### config.mk
export PLATFORM = sky130hd
export DESIGN_NAME = mem_access_stage_flat
export DESIGN_NICKNAME = d
export VERILOG_FILES = /design/src/rtl/mem_access_stage_if.sv /design/src/rtl/mem_access_stage.sv /design/src/flat_wrapper.sv
export SDC_FILE = /design/constraint.sdc
export NUM_CORES = 1
export LEC_CHECK = 0
export CAP_MARGIN = 20
export CORE_MARGIN = 4
export CORE_UTILIZATION = 45
export DETAILED_ROUTE_END_ITERATION = 8
export HOLD_SLACK_MARGIN = 0.1
export PLACE_DENSITY = 0.75
export SETUP_SLACK_MARGIN = 0.3
export SYNTH_ARGS = -nofsm -noshare
export SYNTH_HDL_FRONTEND = slang
export SYNTH_SLANG_ARGS = --single-unit
### constraint.sdc
create_clock -name clk -period 2.84 [get_ports clk]
set_clock_uncertainty 0.05 [all_clocks]
set_input_delay 0.284 -clock clk [delete_from_list [all_inputs] [get_ports clk]]
set_output_delay 0.284 -clock clk [all_outputs]
set_load 0.01 [all_outputs]
### src/rtl/mem_access_stage_if.sv
// rtl/mem_access_stage_if.sv - execute, memory-controller and write-back signals of the memory stage.
// The stage is the slave; the execute side, memory controller and register file are the master.
interface mem_access_stage_if #(
  parameter int ADDR_W = 32
);
  logic              valid_i;
  logic              ready_o;
  logic              is_load_i;
  logic              is_store_i;
  logic [2:0]        funct3_i;
  logic [ADDR_W-1:0] addr_i;
  logic [31:0]       sdata_i;
  logic [31:0]       alu_i;
  logic              wreg_i;
  logic [4:0]        rd_i;
  logic              mem_req_o;
  logic              mem_we_o;
  logic [ADDR_W-1:0] mem_addr_o;
  logic [7:0]        mem_dout_o;
  logic [7:0]        mem_din_i;
  logic              mem_ack_i;
  logic              wb_valid_o;
  logic              we_o;
  logic [4:0]        waddr_o;
  logic [31:0]       wdata_o;
  logic              misalign_o;

  modport slave (
    input  valid_i, is_load_i, is_store_i, funct3_i, addr_i, sdata_i, alu_i,
           wreg_i, rd_i, mem_din_i, mem_ack_i,
    output ready_o, mem_req_o, mem_we_o, mem_addr_o, mem_dout_o,
           wb_valid_o, we_o, waddr_o, wdata_o, misalign_o
  );

  modport master (
    output valid_i, is_load_i, is_store_i, funct3_i, addr_i, sdata_i, alu_i,
           wreg_i, rd_i, mem_din_i, mem_ack_i,
    input  ready_o, mem_req_o, mem_we_o, mem_addr_o, mem_dout_o,
           wb_valid_o, we_o, waddr_o, wdata_o, misalign_o
  );
endinterface

### src/rtl/mem_access_stage.sv
// rtl/mem_access_stage.sv - byte-serial load/store stage feeding the register file write port.
// Optional MEM_ALIGN_CHECK_EN: misaligned H/W accesses retire with misalign_o instead of accessing memory.
module mem_access_stage #(
  parameter int ADDR_W = 32
) (
  input  logic              clk,
  input  logic              rst,
  mem_access_stage_if.slave bus
);
  typedef enum logic {IDLE, ACCESS} state_t;

  state_t            state_q, state_d;
  logic [2:0]        f3_q;
  logic [ADDR_W-1:0] addr_q;
  logic [31:0]       sdata_q;
  logic [4:0]        rd_q;
  logic              wreg_q;
  logic              load_q;
  logic              store_q;
  logic [1:0]        k_q;
  logic [1:0]        last_k;
  logic [31:0]       asm_q;
  logic [31:0]       load_word;
  logic [31:0]       load_ext;

  logic              wb_valid_q;
  logic              we_q;
  logic [4:0]        waddr_q;
  logic [31:0]       wdata_q;
  logic              misalign_q;

  logic accept;
  logic is_mem;
  logic misaligned;
  logic ack_last;

  assign accept = bus.valid_i && (state_q == IDLE);
  assign is_mem = bus.is_load_i || bus.is_store_i;

`ifdef MEM_ALIGN_CHECK_EN
  assign misaligned = is_mem &&
                      (((bus.funct3_i[1:0] == 2'b01) && bus.addr_i[0]) ||
                       (bus.funct3_i[1] && (bus.addr_i[1:0] != 2'b00)));
`else
  assign misaligned = 1'b0;
`endif

  always_comb begin
    last_k = 2'd3;
    case (f3_q[1:0])
      2'b00:   last_k = 2'd0;
      2'b01:   last_k = 2'd1;
      default: last_k = 2'd3;
    endcase
  end

  assign ack_last = (state_q == ACCESS) && bus.mem_ack_i && (k_q == last_k);

  always_ff @(posedge clk or negedge rst) begin
    if (!rst) begin
      state_q <= IDLE;
    end else begin
      state_q <= state_d;
    end
  end

  always_comb begin
    state_d = state_q;
    case (state_q)
      IDLE: begin
        if (accept && is_mem && !misaligned) begin
          state_d = ACCESS;
        end
      end
      ACCESS: begin
        if (ack_last) begin
          state_d = IDLE;
        end
      end
      default: state_d = IDLE;
    endcase
  end

  // The final byte is merged straight from mem_din_i so the result retires on its ack edge.
  always_comb begin
    load_word = asm_q;
    load_word[{k_q, 3'b000} +: 8] = bus.mem_din_i;
  end

  always_comb begin
    load_ext = load_word;
    case (f3_q)
      3'b000:  load_ext = {{24{load_word[7]}}, load_word[7:0]};
      3'b001:  load_ext = {{16{load_word[15]}}, load_word[15:0]};
      3'b100:  load_ext = {24'd0, load_word[7:0]};
      3'b101:  load_ext = {16'd0, load_word[15:0]};
      default: load_ext = load_word;
    endcase
  end

  always_ff @(posedge clk or negedge rst) begin
    if (!rst) begin
      f3_q       <= 3'd0;
      addr_q     <= '0;
      sdata_q    <= 32'd0;
      rd_q       <= 5'd0;
      wreg_q     <= 1'b0;
      load_q     <= 1'b0;
      store_q    <= 1'b0;
      k_q        <= 2'd0;
      asm_q      <= 32'd0;
      wb_valid_q <= 1'b0;
      we_q       <= 1'b0;
      waddr_q    <= 5'd0;
      wdata_q    <= 32'd0;
      misalign_q <= 1'b0;
    end else begin
      wb_valid_q <= 1'b0;
      we_q       <= 1'b0;
      misalign_q <= 1'b0;

      if (accept) begin
        f3_q    <= bus.funct3_i;
        addr_q  <= bus.addr_i;
        sdata_q <= bus.sdata_i;
        rd_q    <= bus.rd_i;
        wreg_q  <= bus.wreg_i;
        load_q  <= bus.is_load_i;
        store_q <= bus.is_store_i;
        k_q     <= 2'd0;
        if (!is_mem) begin
          wb_valid_q <= 1'b1;
          we_q       <= bus.wreg_i && (bus.rd_i != 5'd0);
          waddr_q    <= bus.rd_i;
          wdata_q    <= bus.alu_i;
        end else if (misaligned) begin
          wb_valid_q <= 1'b1;
          misalign_q <= 1'b1;
          waddr_q    <= bus.rd_i;
          wdata_q    <= 32'd0;
        end
      end

      if ((state_q == ACCESS) && bus.mem_ack_i) begin
        if (load_q) begin
          asm_q[{k_q, 3'b000} +: 8] <= bus.mem_din_i;
        end
        k_q <= k_q + 2'd1;
        if (k_q == last_k) begin
          wb_valid_q <= 1'b1;
          waddr_q    <= rd_q;
          if (load_q) begin
            we_q    <= wreg_q && (rd_q != 5'd0);
            wdata_q <= load_ext;
          end else begin
            wdata_q <= 32'd0;
          end
        end
      end
    end
  end

  // Memory-side outputs are decoded from state so a reset drops the request at once.
  assign bus.ready_o    = (state_q == IDLE);
  assign bus.mem_req_o  = (state_q == ACCESS);
  assign bus.mem_we_o   = (state_q == ACCESS) && store_q;
  assign bus.mem_addr_o = (state_q == ACCESS) ? (addr_q + ADDR_W'(k_q)) : '0;
  assign bus.mem_dout_o = (state_q == ACCESS) ? sdata_q[{k_q, 3'b000} +: 8] : 8'd0;

  assign bus.wb_valid_o = wb_valid_q;
  assign bus.we_o       = we_q;
  assign bus.waddr_o    = waddr_q;
  assign bus.wdata_o    = wdata_q;
  assign bus.misalign_o = misalign_q;
endmodule
### src/flat_wrapper.sv
// flat-port wrapper written by rule: the top's interface ports become plain ports
module mem_access_stage_flat 
#(
  parameter int ADDR_W = 32
)
  (clk, rst, bus_valid_i, bus_is_load_i, bus_is_store_i, bus_funct3_i, bus_addr_i, bus_sdata_i, bus_alu_i, bus_wreg_i, bus_rd_i, bus_mem_din_i, bus_mem_ack_i, bus_ready_o, bus_mem_req_o, bus_mem_we_o, bus_mem_addr_o, bus_mem_dout_o, bus_wb_valid_o, bus_we_o, bus_waddr_o, bus_wdata_o, bus_misalign_o);
  mem_access_stage_if #(.ADDR_W(ADDR_W)) bus_i ();
  input  logic clk;
  input  logic rst;
  input wire logic [$bits(bus_i.valid_i)-1:0] bus_valid_i;
  input wire logic [$bits(bus_i.is_load_i)-1:0] bus_is_load_i;
  input wire logic [$bits(bus_i.is_store_i)-1:0] bus_is_store_i;
  input wire logic [$bits(bus_i.funct3_i)-1:0] bus_funct3_i;
  input wire logic [$bits(bus_i.addr_i)-1:0] bus_addr_i;
  input wire logic [$bits(bus_i.sdata_i)-1:0] bus_sdata_i;
  input wire logic [$bits(bus_i.alu_i)-1:0] bus_alu_i;
  input wire logic [$bits(bus_i.wreg_i)-1:0] bus_wreg_i;
  input wire logic [$bits(bus_i.rd_i)-1:0] bus_rd_i;
  input wire logic [$bits(bus_i.mem_din_i)-1:0] bus_mem_din_i;
  input wire logic [$bits(bus_i.mem_ack_i)-1:0] bus_mem_ack_i;
  output wire logic [$bits(bus_i.ready_o)-1:0] bus_ready_o;
  output wire logic [$bits(bus_i.mem_req_o)-1:0] bus_mem_req_o;
  output wire logic [$bits(bus_i.mem_we_o)-1:0] bus_mem_we_o;
  output wire logic [$bits(bus_i.mem_addr_o)-1:0] bus_mem_addr_o;
  output wire logic [$bits(bus_i.mem_dout_o)-1:0] bus_mem_dout_o;
  output wire logic [$bits(bus_i.wb_valid_o)-1:0] bus_wb_valid_o;
  output wire logic [$bits(bus_i.we_o)-1:0] bus_we_o;
  output wire logic [$bits(bus_i.waddr_o)-1:0] bus_waddr_o;
  output wire logic [$bits(bus_i.wdata_o)-1:0] bus_wdata_o;
  output wire logic [$bits(bus_i.misalign_o)-1:0] bus_misalign_o;
  assign bus_i.valid_i = bus_valid_i;
  assign bus_i.is_load_i = bus_is_load_i;
  assign bus_i.is_store_i = bus_is_store_i;
  assign bus_i.funct3_i = bus_funct3_i;
  assign bus_i.addr_i = bus_addr_i;
  assign bus_i.sdata_i = bus_sdata_i;
  assign bus_i.alu_i = bus_alu_i;
  assign bus_i.wreg_i = bus_wreg_i;
  assign bus_i.rd_i = bus_rd_i;
  assign bus_i.mem_din_i = bus_mem_din_i;
  assign bus_i.mem_ack_i = bus_mem_ack_i;
  assign bus_ready_o = bus_i.ready_o;
  assign bus_mem_req_o = bus_i.mem_req_o;
  assign bus_mem_we_o = bus_i.mem_we_o;
  assign bus_mem_addr_o = bus_i.mem_addr_o;
  assign bus_mem_dout_o = bus_i.mem_dout_o;
  assign bus_wb_valid_o = bus_i.wb_valid_o;
  assign bus_we_o = bus_i.we_o;
  assign bus_waddr_o = bus_i.waddr_o;
  assign bus_wdata_o = bus_i.wdata_o;
  assign bus_misalign_o = bus_i.misalign_o;
  mem_access_stage #(.ADDR_W(ADDR_W)) u_core (.clk(clk), .rst(rst), .bus(bus_i));
endmodule
# Word-level counts from Yosys, hierarchy flattened
# Index checks and enable logic that the tools add are counted.
# classes
div_mod_pow,0
n_reduce_logical,14
addsub,3
mux,28
shifts,3
bitwise_logic,1
magnitude_cmp,0
n_mul,0
n_eq_ne,5
# ops
operator,count
32-bit 2-to-1 mux,6
32-bit case mux with 4 select lines,1
32-bit by 2-bit adder with 32-bit output,1
32-bit bitwise mux,1
8-bit by 7-bit variable shift with 32-bit output (first input constant),1
32-bit by 6-bit indexed part select with 8-bit output,1
8-bit by 7-bit indexed part select with 32-bit output,1
5-bit 2-to-1 mux,4
1-bit 2-to-1 mux,11
5-bit nonzero test,2
8-bit 2-to-1 mux,1
1-bit logical AND,7
5-bit negation with 7-bit output,1
3-bit equality test (second input constant),2
2-bit 2-to-1 mux,2
2-bit case mux with 2 select lines,1
3-bit by 1-bit equality test with 1-bit output (second input constant),1
3-bit zero test,1
2-bit by 1-bit adder with 2-bit output (second input constant),1
2-bit by 1-bit equality test with 1-bit output (second input constant),1
2-bit equality test,1
2-bit zero test,1
1-bit case mux with 2 select lines,1
2-bit AND reduction,1
other kinds (3),3
# totals
n_memories,0
romBits,0
latchBits,0
ram_bits,0
reg_bits,149
elab_cells,68

# Depth between registers and ports, before layout
# depth
depth_word,7
ltp_mapped,10

# Worst setup path after synthesis
# No wires, ideal clock.
# synth_path
path_type,reg2reg
start,register u_core.k_q[1]
end,"register u_core.wdata_q[24], in the netlist u_core.bus.wdata_o[24]"
synth_period_minus_slack_ps,2601
setup_slack_ps,239
n_path_buf,3
setup_ps,81
arrival_time_ps,2470
stages_incl_launch_ff,11
path_cell_list,dfrtp_1 buf_1 inv_1 ha_1 nand4b_2 or2_0 a222oi_1 nand2b_1 buf_6 buf_12 o22ai_2
# synth_via
elab_chain_cells,7
word_cells_on_any_way,9
classes_between,1 x add/sub; 1 x eq/ne; 2 x shift; 5 x mux
# synth_rtl
element,line_no,text
from (decl),mem_access_stage.sv:20,logic [1:0] k_q;
from (signal assigned),mem_access_stage.sv:148,k_q <= k_q + 2'd1;
5-bit negation with 7-bit output,mem_access_stage.sv:87,"load_word[{k_q, 3'b000} +: 8] = bus.mem_din_i;"
8-bit by 7-bit indexed part select with 32-bit output or 8-bit by 7-bit variable shift with 32-bit output (tied branches),mem_access_stage.sv:87,
32-bit bitwise mux,mem_access_stage.sv:87,
32-bit case mux with 4 select lines,mem_access_stage.sv:92,case (f3_q)
32-bit 2-to-1 mux,mem_access_stage.sv:152,if (load_q) begin
32-bit 2-to-1 mux (*),mem_access_stage.sv:149,if (k_q == last_k) begin
32-bit 2-to-1 mux (*),mem_access_stage.sv:144,if ((state_q == ACCESS) && bus.mem_ack_i) begin
to (signal assigned),mem_access_stage.sv:135,wdata_q <= bus.alu_i;
to (signal assigned),mem_access_stage.sv:154,wdata_q <= load_ext;
to (decl),mem_access_stage.sv:29,logic [31:0] wdata_q;
# Mark *: on every way between the ends. The rest lies on a longest branch, timed or not.
# A chain may end at the register's enable or synchronous reset.

# Worst setup path in the final report
# layout_path
start,register u_core.k_q[1]
end,output bus_mem_addr_o[31]
# layout_via
elab_chain_cells,2
# layout_rtl
element,line_no,text
32-bit by 2-bit adder with 32-bit output,mem_access_stage.sv:167,assign bus.mem_addr_o = (state_q == ACCESS) ? (addr_q + ADDR_W'(k_q)) : '0;
32-bit 2-to-1 mux,mem_access_stage.sv:167,
to (decl),flat_wrapper.sv:24,output wire logic [$bits(bus_i.mem_addr_o)-1:0] bus_mem_addr_o;
# Every way passes these cells.

==> results.sh <==
export IMPL_outcome="complete, no violations"
export IMPL_hold_ws_ps=336
export IMPL_leakage_nw=4.93
export IMPL_p_total_mw=11.3
export IMPL_ys_async_sr_fraction_pct=100
export IMPL_stdcell_area_mm2=0.0110
export IMPL_slew_headroom_pct=48.9
export IMPL_cp_slowest_stage_delay_ps=460
export IMPL_cts_buffer_depth=2
export IMPL_initial_utilization_pct=45.7
export IMPL_drcViolationCount=0
export IMPL_ir_worst_vdd_v=0.000641
export IMPL_drive_gt1_share_pct=17.2
export IMPL_syn_avg_cell_area_um2=9.29
export IMPL_path_clk_slew_ps=60
export IMPL_nets=1175
export IMPL_htreeDepth=4
export IMPL_fin_crit_ps=2600
export IMPL_n_fill_cell=1257
export IMPL_cp_max_fo=3
export IMPL_ant_nets=0
export IMPL_netlist_top_cells_area="dfrtp_1 49%, nand2_1 13%, mux2i_1 4.9%, o21ai_0 3.0%, a22o_1 2.4%"
export IMPL_antenna_found_initial=1
export IMPL_dieWidth_um=138
export IMPL_reg2reg_to="u_core.bus.wdata_o[26]$_DFF_PN0_"
export IMPL_yosysWarnings=0
export IMPL_cellPowerDensity_mw_per_mm2=1030
export IMPL_utilization_pct=66.5
export IMPL_r2r_setup_slack_ps=340
export IMPL_report_final_setup_viol=0
export IMPL_routed_wl_um=22100
export IMPL_r2r_start="u_core.k_q[0]$_DFFE_PN0P_"
export IMPL_yosysTopAreaCellShare_pct=49.4
export IMPL_min_from="bus_sdata_i[31]"
export IMPL_coreArea_mm2=0.0165
export IMPL_critPathSlowestCell="dfrtp_2"
export IMPL_areaGrowthSynthToFinish_pct=45.5
export IMPL_max_cap_violations=0
export IMPL_grt_max_degree=74
export IMPL_hold_path_depth=3
export IMPL_yosysUniqueCellTypes=55
export IMPL_yosysSeqAreaShare_pct=49.4
export IMPL_antenna_cells=0
export IMPL_tightestPinTransition_ps=766
export IMPL_synth_top_area_cell="dfrtp_1"
export IMPL_cts_inserted_buffers=17
export IMPL_io_buffers=200
export IMPL_grt_pass1_wl_um=34200
export IMPL_synth_edf_count=0
export IMPL_path_cells="ha_4, a21oi_4, nor3_4, buf_4, nand3_2, or4_1, nand2_1, buf_6"
export IMPL_ff2ff_path_depth=10
export IMPL_worstHoldPathType="in2reg"
export IMPL_cts_tree="built"
export IMPL_wl_per_cell_um=17.3
export IMPL_cts_sinks=149
export IMPL_required_ps=2510
export IMPL_min_period_over_period_pct=91.7
export IMPL_dp_hpwl_um=14400
export IMPL_ios=202
export IMPL_syn_inst=813
export IMPL_maxSlewViolCount=0
export IMPL_synth_fp_nets=940
export IMPL_crit_arrival_ps=2270
export IMPL_grt_pass1_vias=6753
export IMPL_num_vias=6970
export IMPL_grt_use_total_pct=22.9
export IMPL_root_buffer="clkbuf_16"
export IMPL_fp_dieArea_mm2=0.0189
export IMPL_holdPathEnd="u_core.sdata_q[31]$_DFFE_PN0P_"
export IMPL_cp_start_kind="flop"
export IMPL_ys_seq_elements=149
export IMPL_worstSetupPathType="reg2out"
export IMPL_via_per_inst=5.44
export IMPL_max_freq_mhz=384
export IMPL_placed_cell_area_mm2=0.00985
export IMPL_drt_iter0_drc=534
export IMPL_overflow=0
export IMPL_end_kind="output port"
export IMPL_fp_row_count=47
export IMPL_place_congestion=0.897
export IMPL_fin_tns_setup_ps=0
export IMPL_synth_common_cells="257 x nand2_1, 149 x dfrtp_1, 46 x o21ai_0, 37 x mux2i_1, 35 x nor2_1"
export IMPL_yosysMostFrequentCell="nand2_1"
export IMPL_clkLatencyLatePin_ps=420
export IMPL_rsz0062_at_grt="true"
export IMPL_die_y_um=138
export IMPL_synthFlopType="dfrtp_1"
export IMPL_synth_area_mm2=0.00755
export IMPL_first_pass_iters=5
export IMPL_hold_viol=0
state kept, by name (all words and copies together), names as in the netlist:
signal and cells:
u_core.addr_q 32, u_core.asm_q 32, u_core.bus.wdata_o 32, u_core.sdata_q 32, u_core.bus.waddr_o 5, u_core.rd_q 5
u_core.f3_q 3, u_core.k_q 2, u_core.bus.mem_req_o 1, u_core.bus.wb_valid_o 1, u_core.bus.we_o 1, u_core.load_q 1
u_core.store_q 1, u_core.wreg_q 1
how the worst max path moves through the flow:
| stage | start | endpoint | slack, ps | depth (start not counted) |
|---|---|---|---|---|
| floorplan | u_core.k_q[1]$_DFFE_PN0P_ | u_core.bus.wdata_o[24]$_DFF_PN0_ | 390 | 10 |
| finish | u_core.k_q[1]$_DFFE_PN0P_ | bus_mem_addr_o[31] | 240 | 8 |
| global placement | u_core.k_q[0]$_DFFE_PN0P_ | bus_mem_addr_o[22] | 40 | 8 |
| global route | u_core.addr_q[0]$_DFFE_PN0P_ | bus_mem_addr_o[30] | 130 | 9 |
| detailed placement | u_core.k_q[0]$_DFFE_PN0P_ | bus_mem_addr_o[22] | 9 | 8 |
| CTS | u_core.addr_q[0]$_DFFE_PN0P_ | bus_mem_addr_o[22] | 150 | 8 |
cell type report:
class	instances	area (µm²)	share of cell area, %
clock inverters	12	200	1.82
inverters	21	82.6	0.752
flip-flops and latches	149	3730	34.0
clock buffers	20	457	4.16
repair buffers	262	2470	22.5
multi-input cells	597	3760	34.3
well taps	220	275	2.51
worst max-delay path: cells and delay by family, from the launching register on:
family / cells / cell delay (ps)
DFF: 1 / 460
adders and majority gates: 1 / 290
AOI/OAI and AO/OA: 1 / 60
buffers and inverters: 2 / 260
and+or+nand+nor: 4 / 780
cells in the final DEF (no fill, tap or decap), drive strengths merged, types with 8 or more instances in the layout:
cell / count
mux4: 8
dlygate4sd2: 11
o22ai: 24
xnor2: 11
a22o: 21
clkdlybuf4s50: 160
a221oi: 17
nand4: 9
inv: 20
nor2: 36
mux2i: 37
o21ai: 46
dfrtp: 149
xor2: 16
buf: 78
nand3: 32
nor3: 8
clkbuf: 29
and2: 14
nand2: 257
routing by layer:
metal  GRT usage, %  part of all wire, %
met5              0                0.059
met4           6.49                  2.0
met3           7.12                  8.6
met2           36.3                   47
met1           30.4                   42
logic make-up (layout without fill, tap and decap cells):
group                    after synthesis  count (layout)  share of synthesized area [%]
other                                  1               1                         0.0497
flip-flops                           149             149                           49.4
AND/OR/NAND/NOR                      387             387                           22.6
adder cells (fa/ha/maj)                8               8                           1.43
AO/OA/AOI/OAI                        129             129                           12.1
buffers and inverters                 67             315                           4.01
XOR/XNOR                              27              27                           3.13
multiplexers                          45              45                           7.29
report_power, final:
part / internal, mW / switching [mW]
Sequential: 3.01 / 0.646
Clock: 1.61 / 0.894
Combinational: 2.53 / 2.62
Total: 7.15 / 4.16
what timing repair did:
action                     CTS  global route
hold endpoints to repair    59             0
hold buffers                 1             0
setup buffers               22            15
setup endpoints to repair   61            53
pin swaps                   17            21
cloned                       1             0
gates resized for setup    116            50
per-stage QoR:
stage	setup WS, ps	cells
2_1_floorplan	394	813
3_3_place_gp	38.8	1210
3_5_place_dp	9.34	1210
4_1_cts	150	1266
5_1_grt	127	1281
6_report	236	1281
Power figures use the tool's default switching activity.
